--- config.mk ---
export PLATFORM = sky130hd
export DESIGN_NAME = sp_weight_compressor
export DESIGN_NICKNAME = d
export VERILOG_FILES = /design/src/rtl/sp_weight_compressor.sv
export SDC_FILE = /design/constraint.sdc
export NUM_CORES = 1
export LEC_CHECK = 0
export BUFFER_PORTS_ARGS = -buffer_cell sky130_fd_sc_hd__buf_2
export CELL_PAD_IN_SITES_DETAIL_PLACEMENT = 1
export CELL_PAD_IN_SITES_GLOBAL_PLACEMENT = 1
export CORE_ASPECT_RATIO = 0.75
export CORE_MARGIN = 10
export CORE_UTILIZATION = 36
export CTS_CLUSTER_DIAMETER = 100
export CTS_CLUSTER_SIZE = 8
export DETAILED_ROUTE_END_ITERATION = 12
export PLACE_DENSITY_LB_ADDON = 0.1
export SKIP_CTS_REPAIR_TIMING = 1
export SLEW_MARGIN = 20
export SYNTH_ARGS = -nofsm -noshare
export SYNTH_HDL_FRONTEND = slang
export SYNTH_SLANG_ARGS = --single-unit
--- constraint.sdc ---
create_clock -name clk -period 8.5 [get_ports clk]
set_input_delay 1.275 -clock clk [delete_from_list [all_inputs] [get_ports clk]]
set_output_delay 1.275 -clock clk [all_outputs]
set_load 0.05 [all_outputs]
--- src/rtl/sp_weight_compressor.sv ---
`default_nettype none
// ============================================================================
// Module      : sp_weight_compressor
// Description : Streaming 2:4 structured-sparsity weight encoder. Each dense
//               beat of eight signed 8-bit weights is reduced to four
//               retained weights plus four 2-bit in-half positions. Halves
//               with more than two nonzeros are flagged and counted.
//               Two-stage pipeline (S1 = dense input, S2 = compressed).
// Options     : SPW_MAG_PRUNE_EN - when defined, over-full halves keep the
//               two largest-magnitude weights; otherwise the two lowest
//               nonzero positions.
// Revision    : 1.0 - initial release
// ============================================================================
module sp_weight_compressor #(
  parameter int CNT_W = 16
) (
  input  logic             clk,
  input  logic             rst,
  input  logic             in_valid,
  output logic             in_ready,
  input  logic [63:0]      in_dense,
  input  logic             in_last,
  output logic             out_valid,
  input  logic             out_ready,
  output logic [31:0]      out_weight,
  output logic [7:0]       out_idx,
  output logic             out_last,
  output logic             out_viol,
  output logic             done,
  input  logic             cnt_clr,
  output logic [CNT_W-1:0] blk_cnt,
  output logic [CNT_W-1:0] viol_cnt
);

  localparam logic [CNT_W-1:0] C_CNT_ONE = {{(CNT_W-1){1'b0}}, 1'b1};

  // Compress one half: returns {viol, p_b, p_a, w[p_b], w[p_a]} with p_a < p_b.
  function automatic logic [20:0] compress_half(input logic [31:0] h);
    logic [3:0][7:0] wv;
    logic [3:0]      nz;
    logic [3:0]      sel;
    logic [2:0]      cnt;
    logic [1:0]      pa;
    logic [1:0]      pb;
    int              n;
`ifdef SPW_MAG_PRUNE_EN
    logic [3:0][8:0] mag;
    int              rank;
`endif
    wv  = h;
    cnt = '0;
    for (int i = 0; i < 4; i++) begin
      nz[i] = (wv[i] != 8'd0);
      cnt   = cnt + {2'b00, nz[i]};
    end
    // Two lowest nonzero positions first, then lowest remaining positions
    // as zero-weight fillers when the half has fewer than two nonzeros.
    sel = '0;
    n   = 0;
    for (int i = 0; i < 4; i++) begin
      if (nz[i] && n < 2) begin
        sel[i] = 1'b1;
        n      = n + 1;
      end
    end
    for (int i = 0; i < 4; i++) begin
      if (!sel[i] && n < 2) begin
        sel[i] = 1'b1;
        n      = n + 1;
      end
    end
`ifdef SPW_MAG_PRUNE_EN
    // Over-full half: keep the two largest |w|, lower position wins a tie.
    if (cnt >= 3'd3) begin
      for (int i = 0; i < 4; i++) begin
        mag[i] = wv[i][7] ? (9'd0 - {1'b1, wv[i]}) : {1'b0, wv[i]};
      end
      for (int i = 0; i < 4; i++) begin
        rank = 0;
        for (int j = 0; j < 4; j++) begin
          if ((mag[j] > mag[i]) || ((mag[j] == mag[i]) && (j < i))) begin
            rank = rank + 1;
          end
        end
        sel[i] = (rank < 2);
      end
    end
`endif
    pa = '0;
    pb = '0;
    for (int i = 3; i >= 0; i--) begin
      if (sel[i]) pa = i[1:0];
    end
    for (int i = 0; i < 4; i++) begin
      if (sel[i]) pb = i[1:0];
    end
    return {(cnt >= 3'd3), pb, pa, wv[pb], wv[pa]};
  endfunction

  logic             s1_valid_q;
  logic [63:0]      s1_dense_q;
  logic             s1_last_q;
  logic             s2_valid_q;
  logic [31:0]      s2_weight_q;
  logic [7:0]       s2_idx_q;
  logic             s2_last_q;
  logic             s2_viol_q;
  logic             done_q;
  logic             done_d;
  logic [CNT_W-1:0] blk_cnt_q;
  logic [CNT_W-1:0] blk_cnt_d;
  logic [CNT_W-1:0] viol_cnt_q;
  logic [CNT_W-1:0] viol_cnt_d;
  logic [20:0]      comp_lo;
  logic [20:0]      comp_hi;
  logic             s2_load;
  logic             s1_load;
  logic             out_hs;

  // Stage-advance handshakes.
  assign s2_load  = !s2_valid_q || out_ready;
  assign s1_load  = !s1_valid_q || s2_load;
  assign in_ready = s1_load;
  assign out_hs   = s2_valid_q && out_ready;

  // Compressor on the S1 dense word.
  always_comb begin
    comp_lo = compress_half(s1_dense_q[31:0]);
    comp_hi = compress_half(s1_dense_q[63:32]);
  end

  // Stage 1: capture the dense beat.
  always_ff @(posedge clk or negedge rst) begin
    if (!rst) begin
      s1_valid_q <= 1'b0;
      s1_dense_q <= '0;
      s1_last_q  <= 1'b0;
    end else if (s1_load) begin
      s1_valid_q <= in_valid;
      if (in_valid) begin
        s1_dense_q <= in_dense;
        s1_last_q  <= in_last;
      end
    end
  end

  // Stage 2: capture the compressed beat; holds while stalled.
  always_ff @(posedge clk or negedge rst) begin
    if (!rst) begin
      s2_valid_q  <= 1'b0;
      s2_weight_q <= '0;
      s2_idx_q    <= '0;
      s2_last_q   <= 1'b0;
      s2_viol_q   <= 1'b0;
    end else if (s2_load) begin
      s2_valid_q <= s1_valid_q;
      if (s1_valid_q) begin
        s2_weight_q <= {comp_hi[15:0], comp_lo[15:0]};
        s2_idx_q    <= {comp_hi[19:16], comp_lo[19:16]};
        s2_last_q   <= s1_last_q;
        s2_viol_q   <= comp_hi[20] | comp_lo[20];
      end
    end
  end

  // Counter and done next-state; clear overrides a same-cycle increment.
  always_comb begin
    blk_cnt_d  = blk_cnt_q;
    viol_cnt_d = viol_cnt_q;
    done_d     = out_hs && s2_last_q;
    if (cnt_clr) begin
      blk_cnt_d  = '0;
      viol_cnt_d = '0;
    end else if (out_hs) begin
      blk_cnt_d = blk_cnt_q + C_CNT_ONE;
      if (s2_viol_q && (viol_cnt_q != {CNT_W{1'b1}})) begin
        viol_cnt_d = viol_cnt_q + C_CNT_ONE;
      end
    end
  end

  // Counter and done registers.
  always_ff @(posedge clk or negedge rst) begin
    if (!rst) begin
      blk_cnt_q  <= '0;
      viol_cnt_q <= '0;
      done_q     <= 1'b0;
    end else begin
      blk_cnt_q  <= blk_cnt_d;
      viol_cnt_q <= viol_cnt_d;
      done_q     <= done_d;
    end
  end

  assign out_valid  = s2_valid_q;
  assign out_weight = s2_weight_q;
  assign out_idx    = s2_idx_q;
  assign out_last   = s2_last_q;
  assign out_viol   = s2_viol_q;
  assign done       = done_q;
  assign blk_cnt    = blk_cnt_q;
  assign viol_cnt   = viol_cnt_q;

endmodule
`default_nettype wire

==> metrics.md <==
| Metric | Value |
|---|---|
| Final non-filler cell total | `1,189` |
| Remaining global-route overflow | `0` |
| Die boundary height | `147 um` |
| Commonest cells after routing, fill and taps aside | `145 x sky130_fd_sc_hd__buf_2, 142 x sky130_fd_sc_hd__dfrtp_1, 69 x sky130_fd_sc_hd__nor2_1, 66 x sky130_fd_sc_hd__mux2_2, 54 x sky130_fd_sc_hd__nand2_1` |
| Per-instance average area after synthesis | `10.4 um2` |
| Most common cell after layout, fill and taps aside | `sky130_fd_sc_hd__buf_2` |
| Largest net degree at the start of global routing | `75` |
| Fillers | `2,420` |
| Mux share of post-synthesis cell area | `0.110` |
| Setup TNS | `0 ns` |
| Switching power share of the total | `0.336` |
| Worst-path clk slew | `0.07 ns` |
| Synth Flop Type | `sky130_fd_sc_hd__dfrtp_1` |
| Final period demand of the worst path | `7.52 ns` |
| Relative area change from synthesis to final layout | `21.4%` |
| Part of the Yosys area used for sequential elements | `0.457` |
| Critical Path Start | `s1_dense_q[44]` |
| Utilization after layout | `0.445` |
| Critical register-to-register path endpoint | `out_weight[28]` |
| Total placed instance area | `8800 um2` |
| Worst setup slack before clock tree synthesis | `1.01 ns` |
| Placed Cells incl. Taps | `1,157` |
| Depth of the most critical reg-to-reg path | `23` |
| Setup ws final | `0.977 ns` |
| Pwr dens | `224 nW/um2` |
| Critical Path End Type | `register` |
| Buffer levels on the longest clock path | `2` |
| Total vias in the final route | `6,713` |
| Result of the run | `finished, final reports clean` |
| Post-Synth Simple-Gate Area | `0.176` |
| Core region area | `21,200 um2` |
| P_int | `1.40 mW` |
| Post-detailed-route count of antenna-violating nets | `0` |
| Fraction of final layout cells sized beyond drive strength 1 | `0.312` |
| RSZ-0062 raised after global routing | `false` |
| Mapped Cells | `749` |
| Via count of the first global-routing pass | `7,144` |
| Critical Path AT | `7.84 ns` |
| Measured slew at the worst slew-check pin | `0.885 ns` |
| Number of pins exceeding their max-slew limit in the final report | `0` |
| Number of buffers inserted by port buffering | `146` |
| Number of distinct library cells after synthesis | `68` |
| Total wire length | `26.5 mm` |
| Largest family of logic cells by synthesized area | `simple AND/OR/NAND/NOR gates` |
| Io pins | `147` |
| Clock buffer count from CTS | `17` |
| Largest fanout on the critical path | `16` |
| RePlAce Congestion | `0.895` |
| Power share of the combinational group | `0.213` |
| Router iterations before antenna repair | `5` |
| Area share of fa/ha/maj cells after synthesis | `0.0351` |
| Clk network pwr share | `0.380` |
| Xor/xnor share of the synthesized area | `0.0304` |
| Final period util | `0.885` |
| Total track usage | `0.192` |
| Number of DRC markers in iteration 0 | `498` |
| Worst slack on hold paths | `0.466 ns` |
| Full die area | `27,900 um2` |
| Routed wire length per instance | `22.3 um` |
| Worst setup slack for register-to-register paths | `0.98 ns` |
| Clock tree sinks | `142` |
| # nets final | `979` |
| Net switching power | `0.712 mW` |
| Final Hold Vio Count | `0` |
| Residual DRC count | `0` |
| Setup clock skew after layout | `0.0151 ns` |
| Complex-gate fraction of the synthesized area | `0.162` |
| Highest clock frequency the design can meet | `133 MHz` |
| Number of antenna violations at the first check in global routing | `0` |
| Share of synthesized flip-flops with an asynchronous set or reset | `1.00` |
| Vias per inst | `5.65` |
| Share of power burned in registers | `0.407` |
| Power after layout | `2.12 mW` |
| Maximum VDD drop | `0.135 mV` |
| Class of the most critical hold timing path | `reg -> reg` |
| Max Cap Violations | `0` |
| Data required time at the worst endpoint | `8.82 ns` |
| Critical Path End | `out_weight[28]` |
| Flip-flop and latch count after synthesis | `142` |
| First-pass GRT wire length | `42.1 mm` |
| Placed wire-length estimate | `19.6 mm` |
| Critical R2R Launch | `s1_dense_q[44]` |
| Horizontal die dimension | `190 um` |
| Htree depth | `4` |
| Max-slew headroom at the worst pin | `0.410` |
| Number of enable-type register cells in the synthesized netlist | `0` |
| TritonCTS clock tree | `done` |
| Root buffer selected by CTS | `sky130_fd_sc_hd__clkbuf_16` |
| Number of diodes | `0` |
| Startpoint types | `register` |
| Insertion delay to the later sink of the worst-skew pair | `0.44 ns` |
| Final Cell Area | `9430 um2` |
| Site Rows | `46` |
| Number of nets in the synthesized netlist | `839` |
| Warnings, synthesis | `0` |
| Critical setup path kind | `reg -> reg` |
| Initial core utilization | `0.367` |
| Leakage power summed over all cells | `4.07 nW` |
| Area of the mapped netlist | `7770 um2` |
| Final number of setup-violating endpoints | `0` |
metal layers:
| metal | vias up | share of wire | wire length, um | track usage |
|---|---|---|---|---|
| li1 | 3039 | - | - | - |
| met5 | - | 0 | 0 | 0 |
| met4 | 0 | 0.0097 | 258 | 0.0511 |
| met2 | 237 | 0.42 | 11200 | 0.267 |
| met3 | 20 | 0.078 | 2070 | 0.0577 |
| met1 | 3417 | 0.49 | 13000 | 0.278 |
worst min path at each step:
stage               from  endpoint  slack, ns  depth (start not counted)
2_1_floorplan  s1_last_q  out_last       0.43                          2
3_3_place_gp   s1_last_q  out_last       0.45                          2
3_5_place_dp   s1_last_q  out_last       0.46                          2
4_1_cts        s1_last_q  out_last       0.47                          2
5_1_grt        s1_last_q  out_last       0.52                          2
6_report       s1_last_q  out_last       0.47                          2
power groups by stage:
stage | sequential [mW] | combinational (mW) | clock (mW)
6_report | 0.860 | 0.450 | 0.805
5_1_grt | 0.871 | 0.486 | 0.859
4_1_cts | 0.858 | 0.457 | 0.821
3_5_place_dp | 0.869 | 0.454 | 0
3_3_place_gp | 0.866 | 0.447 | 0
2_1_floorplan | 0.973 | 0.178 | 0
flip-flops by register name, indices dropped and copies added (netlist names):
name	count
blk_cnt	16
out_weight	32
s1_dense_q	64
s1_last_q	1
viol_cnt	16
out_last	1
done	1
s1_valid_q	1
out_viol	1
out_valid	1
out_idx	8
critical path: stages, from the launching register on:
cell and delay [ns]:
sky130_fd_sc_hd__dfrtp_1 0.40, sky130_fd_sc_hd__nor4_1 0.56, sky130_fd_sc_hd__and2_1 0.21, sky130_fd_sc_hd__buf_4 0.20
sky130_fd_sc_hd__inv_1 0.09, sky130_fd_sc_hd__ha_1 0.38, sky130_fd_sc_hd__a21oi_1 0.58, sky130_fd_sc_hd__inv_1 0.31
sky130_fd_sc_hd__fa_1 0.51, sky130_fd_sc_hd__o21a_1 0.33, sky130_fd_sc_hd__a211oi_1 0.48, sky130_fd_sc_hd__a21oi_1 0.12
sky130_fd_sc_hd__ha_1 0.33, sky130_fd_sc_hd__o211ai_1 0.35, sky130_fd_sc_hd__o311ai_2 0.26, sky130_fd_sc_hd__nor2_1 0.32
sky130_fd_sc_hd__nand2_1 0.12, sky130_fd_sc_hd__xnor2_1 0.14, sky130_fd_sc_hd__ha_1 0.30, sky130_fd_sc_hd__o2111a_1 0.25
sky130_fd_sc_hd__o31a_1 0.15, sky130_fd_sc_hd__a21oi_4 0.47, sky130_fd_sc_hd__nor3_1 0.13, sky130_fd_sc_hd__a2111oi_2 0.39
cell families (layout without fill, tap and decap cells):
kind of cell	count (synthesis)	count (layout)
xor gates and xnor gates	27	27
and+or+nand+nor	265	265
DFF	142	142
adders and majority gates	20	20
muxes	77	77
buffers and inverters	56	208
AOI/OAI and AO/OA	162	162
area by class of cell:
class	count	area, um2	area share
flip-flops and latches	142	3550	0.377
repair buffers	157	827	0.0877
clock buffers	18	429	0.0455
clock inverters	13	188	0.0199
well taps	288	360	0.0382
inverters	20	75.1	0.00796
multi-input cells	551	4000	0.424
cell usage after synthesis (7+ instances only):
cell	number	area, um2
sky130_fd_sc_hd__a222oi_1	16	160
sky130_fd_sc_hd__o221ai_1	8	70.1
sky130_fd_sc_hd__a2111oi_2	8	120
sky130_fd_sc_hd__nand4_1	7	43.8
sky130_fd_sc_hd__o21ai_1	7	35.0
sky130_fd_sc_hd__xor2_1	17	149
sky130_fd_sc_hd__o21a_1	12	90.1
sky130_fd_sc_hd__nor4_1	12	75.1
sky130_fd_sc_hd__nand3_1	9	45.0
sky130_fd_sc_hd__nor3_1	29	145
sky130_fd_sc_hd__mux2_2	66	743
sky130_fd_sc_hd__and3_1	11	68.8
sky130_fd_sc_hd__dfrtp_1	142	3550
sky130_fd_sc_hd__and2_1	21	131
sky130_fd_sc_hd__nor2_1	69	259
sky130_fd_sc_hd__inv_1	19	71.3
sky130_fd_sc_hd__ha_1	17	213
sky130_fd_sc_hd__a31oi_1	15	93.8
sky130_fd_sc_hd__clkbuf_1	29	109
sky130_fd_sc_hd__nand2_1	55	206
sky130_fd_sc_hd__o21ai_0	27	135
sky130_fd_sc_hd__a21oi_1	23	115
sky130_fd_sc_hd__nand3b_1	15	113
sky130_fd_sc_hd__o211ai_1	8	60.1
sky130_fd_sc_hd__nand2b_1	11	68.8
sky130_fd_sc_hd__or3_1	10	62.6
sky130_fd_sc_hd__mux2i_1	10	100
sky130_fd_sc_hd__xnor2_1	10	87.6
(Power assumes the default switching activity.)
